`src/rtl/hm2_port_mux_if.sv`:
```
// rtl/hm2_port_mux_if.sv - host register bus bundle for hm2_port_mux
//
// Purpose: groups the HostMot2 register bus and the busy flag of the port mux.
// Signals:
//   reg_sel  0 = MODE, 1 = STATUS
//   wr, rd   write / read strobes sampled on clkmed
//   wdata    write data
//   rdata    registered read data
//   busy     high while a mode change is in progress
// Modports: master = bus host, slave = hm2_port_mux.
interface hm2_port_mux_if #(
  parameter int BusWidth = 32
) ();
  logic                reg_sel;
  logic                wr;
  logic                rd;
  logic [BusWidth-1:0] wdata;
  logic [BusWidth-1:0] rdata;
  logic                busy;

  modport master (output reg_sel, output wr, output rd, output wdata,
                  input rdata, input busy);
  modport slave  (input reg_sel, input wr, input rd, input wdata,
                  output rdata, output busy);
endinterface

```
`src/rtl/hm2_port_mux.sv`:
```
// rtl/hm2_port_mux.sv - runtime per-port I/O mux between HostMot2 core and GPIO headers
//
// Purpose: maps core pin i to header pin i, masked per port by a 2-bit mode
// (0 straight, 1 DB25, 2/3 disabled). Mode changes drain the affected ports
// (oe/out/in forced low) for GuardCycles clocks before the new mode applies.
// Ports:
//   clkmed, reset      clock, synchronous active-high reset
//   bus                register bus (MODE / STATUS) plus busy flag
//   hm2_out, hm2_oe    core output data / enables
//   hm2_in             synchronized, masked header inputs to the core
//   gpio_out, gpio_oe  registered header output data / enables
//   gpio_in            raw header inputs
module hm2_port_mux #(
  parameter int IOPorts     = 3,
  parameter int PortWidth   = 24,
  parameter int IOWidth     = IOPorts * PortWidth,
  parameter int NumGPIO     = 2,
  parameter int GPIOWidth   = 36,
  parameter int DB25Width   = 17,
  parameter int GuardCycles = 16,
  parameter int BusWidth    = 32,
  parameter int DefaultMode = 0
) (
  input  logic                         clkmed,
  input  logic                         reset,
  hm2_port_mux_if.slave                bus,
  input  logic [IOWidth-1:0]           hm2_out,
  input  logic [IOWidth-1:0]           hm2_oe,
  output logic [IOWidth-1:0]           hm2_in,
  output logic [NumGPIO*GPIOWidth-1:0] gpio_out,
  output logic [NumGPIO*GPIOWidth-1:0] gpio_oe,
  input  logic [NumGPIO*GPIOWidth-1:0] gpio_in
);

  localparam int MW = 2 * IOPorts;
  localparam int HW = NumGPIO * GPIOWidth;
  localparam int CW = $clog2(GuardCycles + 1);
  localparam logic [MW-1:0] RESET_MODE = {IOPorts{2'(DefaultMode)}};
  localparam logic [CW-1:0] GUARD_LOAD = CW'(GuardCycles - 1);

  typedef enum logic [1:0] {IDLE, DRAIN, APPLY} state_t;

  state_t              state, state_n;
  logic [MW-1:0]       active_mode, active_n;
  logic [MW-1:0]       pending_mode, pending_n;
  logic [IOPorts-1:0]  drain_mask, drain_n;
  logic [CW-1:0]       guard_cnt, guard_n;
  logic                busy_q;
  logic [BusWidth-1:0] rdata_q, rdata_d;

  logic                mode_wr;
  logic [MW-1:0]       wr_mode;
  logic [MW-1:0]       pend_upd;
  logic [IOPorts-1:0]  diff_wr, diff_apply;
  logic [IOWidth-1:0]  en_n, en_q;
  logic [IOWidth-1:0]  sync1, sync2;

  assign mode_wr  = bus.wr && !bus.reg_sel;
  assign wr_mode  = bus.wdata[MW-1:0];
  // pending_mode as it will stand after an APPLY-cycle write
  assign pend_upd = mode_wr ? wr_mode : pending_mode;

  generate
    for (genvar p = 0; p < IOPorts; p++) begin : g_diff
      assign diff_wr[p]    = wr_mode[2*p +: 2] != active_mode[2*p +: 2];
      assign diff_apply[p] = pend_upd[2*p +: 2] != pending_mode[2*p +: 2];
    end

    // Outputs are registered from next-state mode/mask so a drain takes
    // effect on the same edge that samples the write.
    for (genvar i = 0; i < IOWidth; i++) begin : g_pin
      localparam int  P    = i / PortWidth;
      localparam bit  LOW  = (i % PortWidth) < DB25Width;
      assign en_n[i] = !drain_n[P] &&
                       (active_n[2*P +: 2] == 2'd0 || (active_n[2*P +: 2] == 2'd1 && LOW));
      assign en_q[i] = !drain_mask[P] &&
                       (active_mode[2*P +: 2] == 2'd0 || (active_mode[2*P +: 2] == 2'd1 && LOW));
    end

    if (BusWidth > MW) begin : g_unused_wdata
      logic unused_wdata;
      assign unused_wdata = ^bus.wdata[BusWidth-1:MW];
    end
    if (HW > IOWidth) begin : g_unused_gpio
      logic unused_gpio_in;
      assign unused_gpio_in = ^gpio_in[HW-1:IOWidth];
    end
  endgenerate

  always_comb begin
    state_n   = state;
    active_n  = active_mode;
    pending_n = pending_mode;
    drain_n   = drain_mask;
    guard_n   = guard_cnt;
    case (state)
      IDLE: begin
        if (mode_wr) begin
          pending_n = wr_mode;
          if (wr_mode != active_mode) begin
            drain_n = diff_wr;
            guard_n = GUARD_LOAD;
            state_n = DRAIN;
          end
        end
      end
      DRAIN: begin
        if (mode_wr) begin
          pending_n = wr_mode;
          drain_n   = drain_mask | diff_wr;
          guard_n   = GUARD_LOAD;
        end else if (guard_cnt == '0) begin
          state_n = APPLY;
        end else begin
          guard_n = guard_cnt - CW'(1);
        end
      end
      APPLY: begin
        active_n  = pending_mode;
        pending_n = pend_upd;
        if (pend_upd != pending_mode) begin
          drain_n = diff_apply;
          guard_n = GUARD_LOAD;
          state_n = DRAIN;
        end else begin
          drain_n = '0;
          state_n = IDLE;
        end
      end
      default: state_n = IDLE;
    endcase
  end

  always_comb begin
    rdata_d = '0;
    if (bus.reg_sel) begin
      rdata_d[0]         = busy_q;
      rdata_d[IOPorts:1] = drain_mask;
    end else begin
      rdata_d[MW-1:0] = active_mode;
    end
  end

  always_ff @(posedge clkmed) begin
    if (reset) begin
      state        <= IDLE;
      active_mode  <= RESET_MODE;
      pending_mode <= RESET_MODE;
      drain_mask   <= '0;
      guard_cnt    <= '0;
      busy_q       <= 1'b0;
      rdata_q      <= '0;
      gpio_out     <= '0;
      gpio_oe      <= '0;
      sync1        <= '0;
      sync2        <= '0;
    end else begin
      state        <= state_n;
      active_mode  <= active_n;
      pending_mode <= pending_n;
      drain_mask   <= drain_n;
      guard_cnt    <= guard_n;
      busy_q       <= (state_n != IDLE);
      if (bus.rd) rdata_q <= rdata_d;
      gpio_out     <= HW'(hm2_out & en_n);
      gpio_oe      <= HW'(hm2_oe & en_n);
      sync1        <= gpio_in[IOWidth-1:0];
      sync2        <= sync1;
    end
  end

  assign hm2_in    = sync2 & en_q;
  assign bus.rdata = rdata_q;
  assign bus.busy  = busy_q;

endmodule

```
`src/flat_wrapper.sv`:
```
// flat-port wrapper written by rule: the top's interface ports become plain ports
module hm2_port_mux_flat 
#(
  parameter int IOPorts     = 3,
  parameter int PortWidth   = 24,
  parameter int IOWidth     = IOPorts * PortWidth,
  parameter int NumGPIO     = 2,
  parameter int GPIOWidth   = 36,
  parameter int DB25Width   = 17,
  parameter int GuardCycles = 16,
  parameter int BusWidth    = 32,
  parameter int DefaultMode = 0
)
  (clkmed, reset, hm2_out, hm2_oe, hm2_in, gpio_out, gpio_oe, gpio_in, bus_reg_sel, bus_wr, bus_rd, bus_wdata, bus_rdata, bus_busy);
  hm2_port_mux_if #(.BusWidth(BusWidth)) bus_i ();
  input  logic clkmed;
  input  logic reset;
  input  logic [IOWidth-1:0] hm2_out;
  input  logic [IOWidth-1:0] hm2_oe;
  output logic [IOWidth-1:0] hm2_in;
  output logic [NumGPIO*GPIOWidth-1:0] gpio_out;
  output logic [NumGPIO*GPIOWidth-1:0] gpio_oe;
  input  logic [NumGPIO*GPIOWidth-1:0] gpio_in;
  input wire logic [$bits(bus_i.reg_sel)-1:0] bus_reg_sel;
  input wire logic [$bits(bus_i.wr)-1:0] bus_wr;
  input wire logic [$bits(bus_i.rd)-1:0] bus_rd;
  input wire logic [$bits(bus_i.wdata)-1:0] bus_wdata;
  output wire logic [$bits(bus_i.rdata)-1:0] bus_rdata;
  output wire logic [$bits(bus_i.busy)-1:0] bus_busy;
  assign bus_i.reg_sel = bus_reg_sel;
  assign bus_i.wr = bus_wr;
  assign bus_i.rd = bus_rd;
  assign bus_i.wdata = bus_wdata;
  assign bus_rdata = bus_i.rdata;
  assign bus_busy = bus_i.busy;
  hm2_port_mux #(.IOPorts(IOPorts), .PortWidth(PortWidth), .IOWidth(IOWidth), .NumGPIO(NumGPIO), .GPIOWidth(GPIOWidth), .DB25Width(DB25Width), .GuardCycles(GuardCycles), .BusWidth(BusWidth), .DefaultMode(DefaultMode)) u_core (.clkmed(clkmed), .reset(reset), .bus(bus_i), .hm2_out(hm2_out), .hm2_oe(hm2_oe), .hm2_in(hm2_in), .gpio_out(gpio_out), .gpio_oe(gpio_oe), .gpio_in(gpio_in));
endmodule
```
`config.mk`:
```
export PLATFORM = sky130hd
export DESIGN_NAME = hm2_port_mux_flat
export DESIGN_NICKNAME = d
export VERILOG_FILES = /design/src/rtl/hm2_port_mux_if.sv /design/src/rtl/hm2_port_mux.sv /design/src/flat_wrapper.sv
export SDC_FILE = /design/constraint.sdc
export NUM_CORES = 1
export LEC_CHECK = 0
export CAP_MARGIN = 20
export CORE_AREA = 2 2 198 200
export CTS_CLUSTER_DIAMETER = 100
export DETAILED_ROUTE_END_ITERATION = 8
export DIE_AREA = 0 0 200 202
export GPL_ROUTABILITY_DRIVEN = 0
export PLACE_DENSITY_LB_ADDON = 0.05
export SLEW_MARGIN = 25
export SYNTH_ARGS = -nofsm -noshare
export SYNTH_HDL_FRONTEND = slang
export SYNTH_SLANG_ARGS = --single-unit
```
`constraint.sdc`:
```
create_clock -name clkmed -period 5.55 [get_ports clkmed]
set_input_delay 0.8325 -clock clkmed [delete_from_list [all_inputs] [get_ports clkmed]]
set_output_delay 0.8325 -clock clkmed [all_outputs]
set_load 0.05 [all_outputs]
```
==> results of run 1 <==
[worst max-delay path by stage]
stage / end / slack (ns) / depth (start not counted)
detailed placement: u_core.gpio_out[14] / 2.14 / 7
global placement: u_core.gpio_oe[0] / 2.13 / 7
floorplan: u_core.gpio_oe[28] / 3.26 / 8
global route: hm2_in[45] / 1.66 / 3
CTS: hm2_in[14] / 1.68 / 3
finish: hm2_in[47] / 1.89 / 3
[sequential cells by signal, indices dropped and copies added (netlist names), 5 cells and up]
name / count
u_core.active_mode: 6
u_core.sync2: 72
u_core.pending_mode: 6
u_core.bus.rdata: 6
u_core.gpio_oe: 72
u_core.gpio_out: 72
u_core.guard_cnt: 5
u_core.sync1: 72
[kinds of logic after synthesis]
kind of cell	after synthesis	share of synthesized area
buffers and inverters	95	0.04718
adders and majority gates	2	0.002365
muxes	11	0.01407
and+or+nand+nor	502	0.3005
xor gates and xnor gates	14	0.01159
other	1	0.0003544
AOI/OAI and AO/OA	35	0.02424
DFF	317	0.5997
[per-stage QoR]
stage | instance area (um^2) | std cells
after floorplan | 10680 | 1002
after global placement | 15440 | 1890
after detailed placement | 15450 | 1891
after CTS | 16610 | 1956
after global routing | 16620 | 1958
final | 16630 | 1960
[critical path, delay by kind of cell, from the launching register on]
| family | cells | cell delay, ns |
|---|---|---|
| simple gates | 2 | 1.02 |
| buf+inv | 1 | 0.85 |
| flops | 1 | 0.42 |
[final cells by class]
cell class / count / area share
tap: 518 / 0.03898
timing repair buffer: 460 / 0.2759
clock inverter: 7 / 0.003838
antenna: 4 / 0.0006020
multi-input combinational: 590 / 0.2316
sequential: 317 / 0.3817
inverter: 6 / 0.001355
clock buffer: 58 / 0.06599
[report_power, final]
part	internal (mW)	total, mW	switching [mW]
sequential	2.42	2.46	0.0429
combinational	0.433	1.09	0.656
clock	1.40	2.33	0.928
[routing by layer]
layer,routed length [um],vias up,track usage
met2,15380,296,0.2599
li1,-,3986,-
met4,652,2,0.05899
met5,13,-,0
met3,3749,46,0.07342
met1,12690,3725,0.1693
[synthesized netlist by cell type, types with 2 or more instances]
library cell / n / area, um^2
nand3_1: 6 / 30.03
nor4bb_1: 8 / 80.08
nand2_1: 16 / 60.06
buf_4: 30 / 225.2
a211oi_1: 5 / 37.54
and3_1: 2 / 12.51
nor2b_1: 148 / 925.9
nor3_1: 5 / 25.02
buf_2: 7 / 35.03
nand2b_1: 4 / 25.02
and2_1: 88 / 550.5
nor4b_1: 14 / 122.6
xor2_1: 10 / 87.58
inv_1: 5 / 18.77
buf_6: 2 / 22.52
ha_1: 2 / 25.02
clkbuf_2: 5 / 25.02
xnor2_1: 4 / 35.03
and4bb_2: 20 / 250.2
dfxtp_1: 317 / 6346
o21ai_0: 3 / 15.01
nand4_1: 2 / 12.51
clkbuf_1: 44 / 165.2
nor2_1: 91 / 341.6
and2_2: 20 / 150.1
a21oi_1: 14 / 70.07
a2111oi_0: 2 / 17.52
mux2i_4: 3 / 67.56
nand3b_1: 70 / 525.5
nor4_1: 4 / 25.02
mux2i_1: 7 / 70.07
==> results.ini, run 1 <==
[outcome]
status = completed

[detailed_routing]
wl_per_cell_um = 16.58
postRouteAntennaNets = 0
first_iter_violations = 253
firstDrtPassIters = 4
routed_wl_um = 32490
vias = 8055
vias_per_cell = 4.110
drc = 0

[critical_path]
worst_r2r_path_depth = 6
critPathKind = reg -> out
start_kind = flip-flop
rrSetupSlack_ns = 3.08
crit_fanout = 7
r2r_start = u_core.active_mode[5]
crit_path_end_kind = output port
cp.required_ns = 4.72
crit_chain = nor3_1 > and2_1 > clkdlybuf4s50_1
critPathSlowestCell = clkdlybuf4s50_1
reg2reg_to = u_core.gpio_out[14]
slowest_delay_ns = 0.85
crit_arrival_ns = 2.82
cp-startpoint = u_core.active_mode[3]

[finish]
drive_above_1_share = 0.07997
area_growth_pct = 57.14
final_core_util = 0.4343
multi_input_area_um2 = 3851
final_cell_mix = clkdlybuf4s50_1 (448), dfxtp_1 (317), nor2b_1 (148), nor2_1 (90), and2_1 (88)
final_common_cell = clkdlybuf4s50_1
regArea_um2 = 6346
fillers = 3765
nets = 1667

[timing]
period_needed_ns = 3.657
skew_ns = 0.02004
hold_viol_final = 0
slew_viol_final = 0
rsz0062_at_grt = false
max_freq_ghz = 0.2734
finalSetupTns_ns = 0
fin_worst_hold_slack_ns = 0.4317
tightestPinTransition_ns = 0.9142
period_share = 0.6590
setup_viol = 0
setup_slack_ns = 1.893
relSlewSlack = 0.3858

[placement]
hpwl_um = 22840
portBuffers = 449
dpl_worst_slack_ns = 2.145

[synthesis]
synth_sequential_area_ratio = 0.5997
yosys_warnings = 0
netlist_instances = 977
ys_types = 50
synth_flop_cell = dfxtp_1
ys_seq_elements = 317
synthArstFlopShare = 0
synth_edf_count = 0
syn_area_per_cell_um2 = 10.83
synthesis.area_um2 = 10580

[floorplanning]
row_count = 72
start_util = 0.2764
io_pins = 502
die_w_um = 200
dieArea_um2 = 40400
fp.dieH_um = 202
core_um2 = 38290

[worst_hold_path]
min_path_type = reg -> reg
hold_end = u_core.sync2[2]
min_path_cells = 1
min-delay-start = u_core.sync1[2]

[global_routing]
antenna_found_initial = 6
grt_pass1_wl_um = 47700
overflow = 0
grtUsageTotal = 0.1552
grt_max_degree = 112
grt_pass1_vias = 8008

[cts]
clkTransAtPathRegs_ns = 0.06
cts-root-buf = clkbuf_16
insertion_delay_ns = 0.54
cts_resized = 0
cts_setup_buffers = 0
cts_made_buffers = 37
cts_htree_levels = 2
postCtsHoldBufs = 0
cts_sinks = 317
cts_tree = yes
cts_buffer_depth = 3

[power_and_ir_drop]
total_power_mw = 5.879
peakVddDrop_uv = 205.9
power_density_nw_per_um2 = 353.6
p_leak_nw = 6.458

[run]
drv_cap = 0

No activity file was read; power rests on OpenSTA's default activity.
==> inputs of run 2 (changes only) <==
clock period = 3.5 ns   (was 5.55 ns; I/O delays follow)
==> run 2 against run 1 <==
Compared with the run above:
- combinational power rose by 60%
- first-iteration DRC count fell by 5.9%
- setup slack got worse by 1.3 ns
- wire length fell by 1.3%
- cell area rose by 0.75%
- flip-flop and latch count did not move
- total power rose by 61%
- critical path depth rose by 1
- die area did not move
- sequential share of layout area fell by 0.28 points
- non-clock buffer count rose by 6
- critical path type unchanged
- highest routed layer is now met4
==> results.ini, run 2 (synthesized netlist as in run 1, its figures left out) <==
[outcome]
status = completed

[detailed_routing]
firstDrtPassIters = 5  ; +1
first_iter_violations = 238  ; -5.9%
wl_per_cell_um = 16.31  ; -1.6%
wl_met3_um = 4094  ; +9.2%
top_layer_used = met4
vias = 7995  ; -0.74%
met1_length_um = 12290  ; -3.2%
drc = 0  ; unchanged
postRouteAntennaNets = 0  ; unchanged
wl_met2_um = 14910  ; -3.0%
routed_wl_um = 32060  ; -1.3%
vias_per_cell = 4.067  ; -1.0%

[cts]
cts_buffer_depth = 3  ; unchanged
cts_htree_levels = 2  ; unchanged
cts_sinks = 317  ; unchanged
postCtsHoldBufs = 0  ; unchanged
cts-root-buf = clkbuf_16
clkTransAtPathRegs_ns = 0.06  ; about the same
cts_made_buffers = 37  ; unchanged
cts_resized = 0  ; unchanged
cts_tree = yes
insertion_delay_ns = 0.54  ; about the same
cts_setup_buffers = 0  ; unchanged

[timing]
fin_worst_hold_slack_ns = 0.4258  ; -0.005817 ns
skew_ns = 0.01479  ; -0.005253 ns
hold_viol_final = 0  ; unchanged
slew_viol_final = 0  ; unchanged
setup_viol = 0  ; unchanged
rsz0062_at_grt = false
relSlewSlack = 0.4827  ; +0.09693
max_freq_ghz = 0.3438
tightestPinTransition_ns = 0.7759  ; -0.1384 ns
finalSetupTns_ns = 0  ; unchanged
period_needed_ns = 2.909
period_share = 0.8311

[global_routing]
grt_max_degree = 122  ; +8.9%
overflow = 0  ; unchanged
grt_pass1_vias = 7518  ; -6.1%
antenna_found_initial = 5  ; -1
grt_pass1_wl_um = 46400  ; -2.7%
grtUsageTotal = 0.1529  ; -0.002271

[worst_hold_path]
min_path_cells = 1  ; unchanged
min_path_type = reg -> reg
min-delay-start = u_core.sync1[41]

[critical_path]
crit_arrival_ns = 2.38  ; -0.44 ns
r2r_start = u_core.active_mode[3]
cp-startpoint = u_core.active_mode[3]
crit_fanout = 7  ; unchanged
rrSetupSlack_ns = 1.15  ; -1.93 ns
crit_path_end_kind = output port
critPathKind = reg -> out
worst_r2r_path_depth = 6  ; unchanged
start_kind = flip-flop
cp.required_ns = 2.97  ; -1.75 ns

[floorplanning]
core_um2 = 38290  ; unchanged
start_util = 0.2764  ; unchanged
io_pins = 502  ; unchanged
dieArea_um2 = 40400  ; unchanged
fp.dieH_um = 202  ; unchanged
die_w_um = 200  ; unchanged
row_count = 72  ; unchanged

[finish]
regArea_um2 = 6346  ; unchanged
fillers = 3704  ; -1.6%
area_growth_pct = 58.31
final_core_util = 0.4375  ; +0.003235
multi_input_area_um2 = 3849  ; about the same
final_cell_mix = clkdlybuf4s50_1 (447), dfxtp_1 (317), nor2b_1 (148), nor2_1 (91), and2_1 (88)
nets = 1673  ; +0.36%
final_common_cell = clkdlybuf4s50_1
drive_above_1_share = 0.08940  ; +0.009425
finalNonFillerCells = 1966  ; +0.31%

[power_and_ir_drop]
peakVddDrop_uv = 376.0  ; +83%
power_density_nw_per_um2 = 565.9  ; +60%
total_power_mw = 9.479  ; +61%
p_leak_nw = 6.529  ; +1.1%

[run]
drv_cap = 0  ; unchanged

[placement]
portBuffers = 449  ; unchanged
dp_cells = 1897  ; +0.32%
hpwl_um = 22540  ; -1.3%

==> run 2: cell types whose count changed in the layout (fill, tap and decap cells not counted), sizes merged <==
cell | before | now
clkbuf | 59 | 52
clkinv | 5 | 9
buf | 11 | 18
diode | 4 | 5
bufinv | 1 | 2
clkdlybuf4s50 | 448 | 447
clkinvlp | 0 | 1
==> run 2: path summary, 6_finish.rpt <==
check                         to
max reg2reg  u_core.gpio_out[12]
min             u_core.sync2[41]
min reg2reg     u_core.sync2[41]
max                   hm2_in[42]
==> run 2: through the flow <==
step / setup WS, ns / area, um^2
after CTS: 0.5407 / 16740
after global placement: 0.6154 / 15530
after detailed placement: 0.6236 / 15530
after global routing: 0.4563 / 16740
after floorplan: 1.516 / 10680
final: 0.5911 / 16750
==> run 2: critical path: stages, from the launching register on <==
cell             delay, ns
dfxtp_1               0.43
nor3_1                0.24
buf_4                 0.18
and2_1                0.13
clkdlybuf4s50_1       0.85
==> run 2: layer usage <==
| metal | vias up | GRT usage |
|---|---|---|
| met1 | 3647 | 0.1680 |
| met2 | 299 | 0.2499 |
| li1 | 3994 | - |
| met4 | 0 | 0.05582 |
| met3 | 55 | 0.08026 |
| met5 | - | 0 |
==> run 2: cell type report <==
| cell class | count | area share |
|---|---|---|
| antenna | 5 | 0.0007469 |
| clock buffer | 51 | 0.06513 |
| clock inverter | 13 | 0.007245 |
| inverter | 6 | 0.001344 |
| multi-input combinational | 590 | 0.2298 |
| sequential | 317 | 0.3788 |
| tap | 518 | 0.03869 |
| timing repair buffer | 466 | 0.2782 |
==> run 2: power breakdown <==
| group | total [mW] | switching (mW) | leakage, nW | internal (mW) |
|---|---|---|---|---|
| clock | 3.84 | 1.52 | 0.605 | 2.32 |
| sequential | 3.90 | 0.0658 | 2.62 | 3.83 |
| combinational | 1.74 | 1.04 | 3.30 | 0.703 |
==> inputs of run 3 (changes only) <==
clock period = 2.7 ns   (was 3.5 ns; I/O delays follow)
==> run 3 against run 2 <==
Compared with the run above:
- combinational power grew 36%
- register-to-register slack lost 0.60 ns
- final cell count is the same
- flip-flop and latch count is the same
- utilization grew 1.4 points
- clock power grew 35%
- clock-buffer cell count shrank 1
- critical path type unchanged
==> results.ini, run 3 (synthesized netlist as in run 1, its figures left out) <==
[finish]
area_growth_pct = 63.46
nets = 1677  ; +0.24%
regArea_um2 = 6346  ; unchanged
fin_area_um2 = 17300  ; +3.3%
finalNonFillerCells = 1966  ; unchanged
multi_input_area_um2 = 3856  ; +0.20%
final_cell_mix = clkdlybuf4s50_1 (376), dfxtp_1 (317), nor2b_1 (148), nor2_1 (90), and2_1 (88)
final_common_cell = clkdlybuf4s50_1
final_core_util = 0.4518  ; +0.01425
fillers = 3646  ; -1.6%
drive_above_1_share = 0.1398  ; +0.05040

[critical_path]
cp-startpoint = u_core.active_mode[3]
critPathSlowestCell = nor2_2
critPathKind = reg -> out
crit_fanout = 17  ; +10
slowest_delay_ns = 0.55  ; -0.30 ns
cp.required_ns = 2.30  ; -0.67 ns
r2r_start = u_core.state[1]
crit_chain = nor2_2 > and2_1 > buf_4
critPathTopFamily = simple AND/OR/NAND/NOR gates
crit_path_end_kind = output port
crit_buf_inv = 1  ; -1
crit_arrival_ns = 1.94  ; -0.44 ns
start_kind = flip-flop

[floorplanning]
core_um2 = 38290  ; unchanged
die_w_um = 200  ; unchanged
dieArea_um2 = 40400  ; unchanged
row_count = 72  ; unchanged
start_util = 0.2764  ; unchanged
io_pins = 502  ; unchanged
fp.dieH_um = 202  ; unchanged

[timing]
tightestPinTransition_ns = 0.6835  ; -0.09240 ns
relSlewSlack = 0.5443  ; +0.06160
period_share = 0.8667
setup_slack_ns = 0.3598  ; -0.2314 ns
period_needed_ns = 2.340
setup_viol = 0  ; unchanged
rsz0062_at_grt = false
hold_viol_final = 0  ; unchanged
slew_viol_final = 0  ; unchanged
finalSetupTns_ns = 0  ; unchanged
skew_ns = 0.01635  ; +0.001564 ns
max_freq_ghz = 0.4273

[detailed_routing]
routed_wl_um = 31930  ; -0.41%
drc = 0  ; unchanged
vias_per_cell = 4.048  ; -0.46%
postRouteAntennaNets = 0  ; unchanged
firstDrtPassIters = 4  ; -1
wl_per_cell_um = 16.24  ; -0.41%
first_iter_violations = 273  ; +15%
vias = 7958  ; -0.46%

[outcome]
status = completed

[cts]
cts-root-buf = clkbuf_16
cts_sinks = 317  ; unchanged
clkTransAtPathRegs_ns = 0.06  ; about the same
cts_made_buffers = 37  ; unchanged
insertion_delay_ns = 0.54  ; about the same
postCtsHoldBufs = 0  ; unchanged
cts_htree_levels = 2  ; unchanged
cts_tree = yes
cts_buffer_depth = 3  ; unchanged

[global_routing]
grt_pass1_wl_um = 46770  ; +0.79%
antenna_found_initial = 5  ; unchanged
grt_max_degree = 112  ; -8.2%
grtUsageTotal = 0.1531  ; +0.0001689
overflow = 0  ; unchanged
grt_pass1_vias = 7568  ; +0.67%

[placement]
dpl_worst_slack_ns = 0.1839  ; -0.4397 ns
place_area_um2 = 16030  ; +3.3%
hpwl_um = 22430  ; -0.51%
dp_cells = 1901  ; +0.21%
portBuffers = 449  ; unchanged

[power_and_ir_drop]
p_leak_nw = 6.856  ; +5.0%
peakVddDrop_uv = 412.8  ; +9.8%
power_density_nw_per_um2 = 729.3  ; +29%

[run]
drv_cap = 0  ; unchanged

[worst_hold_path]
min-delay-start = gpio_in[70]
min_path_type = in -> reg

[run 3: cell type report]
| class | instances | area share |
|---|---|---|
| Antenna cell | 3 | 0.0004340 |
| Timing Repair Buffer | 470 | 0.2985 |
| Clock buffer | 50 | 0.05982 |
| Multi-Input combinational cell | 590 | 0.2229 |
| Clock inverter | 12 | 0.01259 |
| Inverter | 6 | 0.001302 |
| Sequential cell | 317 | 0.3669 |
| Tap cell | 518 | 0.03747 |
[run 3: power breakdown]
part / internal [mW] / total (mW) / switching, mW
sequential: 4.97 / 5.05 / 0.0856
combinational: 0.994 / 2.37 / 1.37
clock: 3.25 / 5.19 / 1.95
total: 9.21 / 12.6 / 3.40
[run 3: worst register-to-register path: cells and delay by family, from the launching register on]
kind	cells	cell delay, ns
AND/OR/NAND/NOR	3	1.17
multiplexers	1	0.25
flip-flops	1	0.57
[run 3: stage by stage]
stage / power (mW) / hold slack (ns)
2_1_floorplan: 6.529 / 0.4138
3_3_place_gp: 7.539 / 0.4152
3_5_place_dp: 7.550 / 0.4204
4_1_cts: 12.83 / 0.3843
5_1_grt: 13.15 / 0.3996
6_report: 12.61 / 0.4181
[run 3: timing repair]
| action | CTS | global route |
|---|---|---|
| setup buffers | 0 | 0 |
| gates resized for setup | 1 | 0 |
| setup endpoints to repair | 7 | 0 |
[run 3: final timing paths]
kind | endpoint | slack [ns] | cells after the start
hold reg to reg | u_core.sync2[43] | 0.43 | 1
setup / recovery | hm2_in[35] | 0.36 | 3
setup reg to reg | u_core.gpio_out[70] | 0.55 | 4
hold / removal | u_core.sync1[70] | 0.42 | 2
[run 3: per-layer routing]
layer,global-route usage,part of all wire,vias to the layer above
li1,-,-,3999
met1,0.1678,0.39,3612
met2,0.2481,0.46,292
met3,0.08677,0.13,53
met4,0.05106,0.025,2
met5,0,0.00041,-
